## src/rtl/adma_pkg.sv

```systemverilog
// Shared AXI constants and the outstanding-transaction entry layout for the ADMA completion path.
package adma_pkg;

    localparam logic [1:0] BRESP_OKAY   = 2'b00;
    localparam logic [1:0] BRESP_EXOKAY = 2'b01;
    localparam logic [1:0] BRESP_SLVERR = 2'b10;
    localparam logic [1:0] BRESP_DECERR = 2'b11;

    localparam logic [1:0] BURST_FIX  = 2'b00;
    localparam logic [1:0] BURST_INCR = 2'b01;

    localparam int unsigned ADMA_MST_ID_W = 5;

    // One outstanding AXI transaction: last flags the final one of a DMA transaction.
    typedef struct packed {
        logic                     last;
        logic [ADMA_MST_ID_W-1:0] id;
    } atx_entry_t;

    // SLVERR and DECERR are failures; OKAY and EXOKAY are success.
    function automatic logic bresp_is_err(input logic [1:0] resp);
        return (resp == BRESP_SLVERR) || (resp == BRESP_DECERR);
    endfunction

endpackage

```

## src/rtl/adma_sync_fifo.sv

```systemverilog
// Synchronous FIFO with occupancy count; a push while full is accepted only alongside a pop.
module adma_sync_fifo #(
    parameter int unsigned WIDTH = 6,
    parameter int unsigned DEPTH = 8,
    parameter int unsigned CNT_W = $clog2(DEPTH + 1)
) (
    input  logic             clk_i,
    input  logic             rst_i,
    input  logic             push_i,
    input  logic [WIDTH-1:0] wdata_i,
    input  logic             pop_i,
    output logic [WIDTH-1:0] rdata_o,
    output logic             full_o,
    output logic             empty_o,
    output logic [CNT_W-1:0] count_o
);

    localparam int unsigned PtrW = (DEPTH > 1) ? $clog2(DEPTH) : 1;

    logic [WIDTH-1:0] mem_q [DEPTH];
    logic [PtrW-1:0]  wr_ptr_q, wr_ptr_d;
    logic [PtrW-1:0]  rd_ptr_q, rd_ptr_d;
    logic [CNT_W-1:0] count_q, count_d;
    logic             do_push, do_pop;

    assign full_o  = (count_q == CNT_W'(DEPTH));
    assign empty_o = (count_q == '0);
    assign count_o = count_q;
    assign rdata_o = mem_q[rd_ptr_q];

    assign do_pop  = pop_i & ~empty_o;
    assign do_push = push_i & (~full_o | do_pop);

    // Pointer and count next state; DEPTH is a power of two so pointers wrap naturally.
    always_comb begin
        wr_ptr_d = wr_ptr_q;
        rd_ptr_d = rd_ptr_q;
        count_d  = count_q;
        if (do_push) wr_ptr_d = wr_ptr_q + PtrW'(1);
        if (do_pop)  rd_ptr_d = rd_ptr_q + PtrW'(1);
        if (do_push && !do_pop) count_d = count_q + CNT_W'(1);
        if (!do_push && do_pop) count_d = count_q - CNT_W'(1);
    end

    // Pointer and count registers with synchronous reset.
    always_ff @(posedge clk_i) begin
        if (rst_i) begin
            wr_ptr_q <= '0;
            rd_ptr_q <= '0;
            count_q  <= '0;
        end else begin
            wr_ptr_q <= wr_ptr_d;
            rd_ptr_q <= rd_ptr_d;
            count_q  <= count_d;
        end
    end

    // Storage array; contents need no reset since the count gates visibility.
    always_ff @(posedge clk_i) begin
        if (do_push) mem_q[wr_ptr_q] <= wdata_i;
    end

endmodule

```

## src/rtl/adma_as_atx_cmpl.sv

```systemverilog
// Tracks issued AXI transactions, consumes B responses and reports DMA-transaction completion.
module adma_as_atx_cmpl
    import adma_pkg::*;
#(
    parameter int unsigned MST_ID_W    = 5,
    parameter int unsigned OUTST_NUM   = 8,
    parameter int unsigned OUTST_CNT_W = $clog2(OUTST_NUM + 1)
) (
    input  logic                   clk,
    input  logic                   rst,
    input  logic                   atx_start,
    input  logic                   atx_start_last,
    input  logic [MST_ID_W-1:0]    atx_id,
    output logic                   atx_full,
    input  logic [MST_ID_W-1:0]    bid,
    input  logic [1:0]             bresp,
    input  logic                   bvalid,
    output logic                   bready,
    output logic                   tx_cmpl_vld,
    output logic                   tx_cmpl_err,
    input  logic                   tx_cmpl_rdy,
    output logic [OUTST_CNT_W-1:0] outst_cnt,
    output logic                   idle,
    output logic                   ovf_err
);

    logic [MST_ID_W:0]      head;
    logic                   head_last;
    logic [MST_ID_W-1:0]    head_id;
    logic                   fifo_empty;
    logic                   b_hs;
    logic                   cur_err;

    logic cmpl_vld_q, cmpl_vld_d;
    logic cmpl_err_q, cmpl_err_d;
    logic err_acc_q, err_acc_d;
    logic ovf_q, ovf_d;

    adma_sync_fifo #(
        .WIDTH (1 + MST_ID_W),
        .DEPTH (OUTST_NUM),
        .CNT_W (OUTST_CNT_W)
    ) u_outst_fifo (
        .clk_i   (clk),
        .rst_i   (rst),
        .push_i  (atx_start),
        .wdata_i ({atx_start_last, atx_id}),
        .pop_i   (b_hs),
        .rdata_o (head),
        .full_o  (atx_full),
        .empty_o (fifo_empty),
        .count_o (outst_cnt)
    );

    assign head_last = head[MST_ID_W];
    assign head_id   = head[MST_ID_W-1:0];

    // B is stalled while an unaccepted completion would otherwise be overwritten.
    assign bready  = ~fifo_empty & (~cmpl_vld_q | tx_cmpl_rdy);
    assign b_hs    = bvalid & bready;
    assign cur_err = bresp_is_err(bresp) | (bid != head_id);

    assign tx_cmpl_vld = cmpl_vld_q;
    assign tx_cmpl_err = cmpl_err_q;
    assign ovf_err     = ovf_q;
    // Decoded IDLE state: nothing outstanding and no completion pending.
    assign idle        = (outst_cnt == '0) & ~cmpl_vld_q;

    // Error accumulation, completion hand-off and overflow detection.
    always_comb begin
        cmpl_vld_d = cmpl_vld_q;
        cmpl_err_d = cmpl_err_q;
        err_acc_d  = err_acc_q;
        ovf_d      = ovf_q;
        if (cmpl_vld_q && tx_cmpl_rdy) cmpl_vld_d = 1'b0;
        if (b_hs) begin
            if (head_last) begin
                cmpl_vld_d = 1'b1;
                cmpl_err_d = err_acc_q | cur_err;
                err_acc_d  = 1'b0;
            end else begin
                err_acc_d  = err_acc_q | cur_err;
            end
        end
        // A pop in the same cycle frees a slot, so that push is not an overflow.
        if (atx_start && atx_full && !b_hs) ovf_d = 1'b1;
    end

    // Completion and error state registers with synchronous reset.
    always_ff @(posedge clk) begin
        if (rst) begin
            cmpl_vld_q <= 1'b0;
            cmpl_err_q <= 1'b0;
            err_acc_q  <= 1'b0;
            ovf_q      <= 1'b0;
        end else begin
            cmpl_vld_q <= cmpl_vld_d;
            cmpl_err_q <= cmpl_err_d;
            err_acc_q  <= err_acc_d;
            ovf_q      <= ovf_d;
        end
    end

endmodule

```

## config.mk

```make
export PLATFORM = sky130hd
export DESIGN_NAME = adma_as_atx_cmpl
export DESIGN_NICKNAME = d
export VERILOG_FILES = /design/src/rtl/adma_pkg.sv /design/src/rtl/adma_sync_fifo.sv /design/src/rtl/adma_as_atx_cmpl.sv
export SDC_FILE = /design/constraint.sdc
export NUM_CORES = 1
export LEC_CHECK = 0
export ABC_AREA = 1
export CORE_ASPECT_RATIO = 1.25
export CORE_MARGIN = 2
export CORE_UTILIZATION = 61
export DETAILED_ROUTE_END_ITERATION = 8
export PLACE_DENSITY = 0.93
export SLEW_MARGIN = 20
export SYNTH_ARGS = -nofsm -noshare
export SYNTH_HDL_FRONTEND = slang
export SYNTH_HIERARCHICAL = 1
export SYNTH_SLANG_ARGS = --single-unit
export TNS_END_PERCENT = 50
```

## constraint.sdc

```tcl
create_clock -name clk -period 4.1 [get_ports clk]
set_input_delay 0.82 -clock clk [delete_from_list [all_inputs] [get_ports clk]]
set_output_delay 0.82 -clock clk [all_outputs]
set_load 0.02 [all_outputs]
```

==> qor.csv <==
metric,value,unit
placed cell count,355,
final std cells w/o fill,371,
row count,28,
final WL,6320,µm
synth top area cells,"edfxtp_1, dfxtp_1, nand2_1",
initial antenna violation count,0,
"antenna viol nets, final",0,
Antenna Cells,0,
die area,5310,µm²
cell with the most instances after synthesis,nand2_1,
Die W,65.6,µm
Vias,2146,
Synth top area share,49.8,%
Least-Margin Pin Slew,0.752,ns
power per cell area,659,nW/µm²
crit end category,output pin,
"Primary FF master, synth",edfxtp_1,
worst flop-to-flop path startpoint,u_outst_fifo/count_o[3]$_SDFFE_PP0P_,
worst slack at placement,0.964,ns
minimum clock period,2.96,ns
post-cts sizing count,0,
maximum clock rate,0.337,GHz
Final Cycle Share,72.3,%
post-synthesis sequential area ratio,61.6,%
Nets,329,
GRT Util Overall,25.2,%
fin. max-slew vios,0,
Post-CTS Hold Buffers,0,
"Setup violations, final",0,
top post-synthesis cells by count,"nand2_1, edfxtp_1, nor2_1",
Yosys cell types,30,
Max-Cap Viols,0,
VDD IR max,610,µV
unrepaired setup endpoints after global routing,false,
drt pass-1 iters,5,
"Async S/R FF share, synth",0,%
Synth area leader,edfxtp_1,
critical path class,input port to output pin,
"Clk Latency, worst-skew pair",0.34,ns
Remaining DRCs,0,
syn_nets,297,
DR WL/cell,17.0,µm
clock root cell,clkbuf_8,
Mapped Cells,274,
Starting Density,62.1,%
Fill cells,302,
setup tns final,0,ns
Synthesis Warnings,6,
worst path required time,3.28,ns
Lkg Pwr,1.34,nW
H-Tree Depth,3,
vias in the first global route,1985,
Port Buffers,26,
Num CTS Buffers,9,
status,"complete, no violations",
routability cong.,0.745,
CP arrival,2.14,ns
element type at the critical path start,input port,
first-pass GRT wire length,9580,µm
core area,4660,µm²
Post-synth EDFFs,48,
setup ws final,1.14,ns
I/O pin count,28,
via/cell ratio,5.78,
Initial DRC Count,113,
Hold Path Class,register to register,
Yosys reg bits,65,
post-CTS setup buffers,0,
Max Buffers Root-to-Sink,2,
post-detail-place hpwl,3980,µm
Hold Startpoint,u_outst_fifo/rd_ptr_q[2]$_SDFFE_PP0N_,
final hold violations,0,
CTS Sinks,65,
skew final,0.0106,ns
Synth Area per Inst,10.6,µm²
synthesis-to-layout area growth,17.6,%
clock-pin transition on the worst setup and hold timing paths,0.07,ns
Util after Layout,73.0,%
mapped cell area,2890,µm²
CTS tree,yes,
Worst slew margin,49.7,%
gr ovfl total,0,
largest net degree at the start of global routing,25,
CP startpoint,tx_cmpl_rdy,
die height,81.0,µm
CP Max Fanout,2,
share of cells above drive strength 1,10.9,%
-- cells in the final DEF (no fill, tap or decap), types with 12 or more instances in the layout --
cell	n
nand2_1	49
o22ai_1	12
mux2i_1	12
clkdlybuf4s50_1	26
edfxtp_1	48
nand3_1	12
dfxtp_1	17
nor2_1	32
o21ai_0	14
inv_1	31
-- sequential cells by signal, summed over array words and instances, names as in the netlist, named ones only --
name,count
u_outst_fifo/mem_q,48
u_outst_fifo/count_o,4
u_outst_fifo/rd_ptr_q,3
u_outst_fifo/wr_ptr_q,3
err_acc_q,1
ovf_err,1
tx_cmpl_err,1
tx_cmpl_vld,1
-- per-layer routing --
| layer | part of all wire (%) | GRT usage [%] |
|---|---|---|
| met5 | 0 | 0 |
| met4 | 3.5 | 14.2 |
| met3 | 7.1 | 5.54 |
| met2 | 53 | 44.4 |
| met1 | 37 | 28.3 |
-- path summary, 6_finish.rpt --
check / to / cells past startpoint / slack [ns]
setup / recovery: bready / 4 / 1.14
hold / removal: u_outst_fifo/rd_ptr_q[2]$_SDFFE_PP0N_ / 2 / 0.47
setup reg to reg: u_outst_fifo/mem_q[0][5]$_DFFE_PP_ / 12 / 1.44
hold reg to reg: u_outst_fifo/rd_ptr_q[2]$_SDFFE_PP0N_ / 2 / 0.47
-- cell type report --
cell class                 instances  area [µm²]  area share, %
tap                               60        75.1           2.21
multi-input combinational        169         941           27.7
clock buffer                       9         124           3.64
clock inverter                     7        85.1           2.50
timing repair buffer              27         268           7.87
sequential                        65        1780           52.4
inverter                          34         128           3.75
-- cells by family after synthesis --
kind of cell,Yosys count,synth area share (%)
buffers and inverters,40,5.88
and+or+nand+nor,110,17.6
DFF,65,61.6
AOI/OAI and AO/OA,40,7.70
muxes,12,4.15
xor gates and xnor gates,2,0.606
adders and majority gates,5,2.42
-- report_power, final --
| group | leakage, nW | total [mW] | internal [mW] | switching [mW] |
|---|---|---|---|---|
| sequential | 0.575 | 0.900 | 0.784 | 0.116 |
| clock | 0.104 | 0.576 | 0.336 | 0.241 |
| combinational | 0.657 | 0.767 | 0.305 | 0.462 |
-- stage by stage --
step	hold WS, ns	total power, mW	cell area (µm²)
3_3_place_gp	0.446	1.61	3190
3_5_place_dp	0.464	1.65	3190
5_1_grt	0.504	2.36	3400
6_report	0.468	2.24	3400
4_1_cts	0.474	2.24	3400
2_1_floorplan	0.433	1.44	2890
-- worst max-delay path, stage by stage --
cell and delay (ns):
clkdlybuf4s50_1 0.46, inv_1 0.07, a21oi_1 0.16, clkdlybuf4s50_1 0.63
No activity file was read; power rests on OpenSTA's default activity.
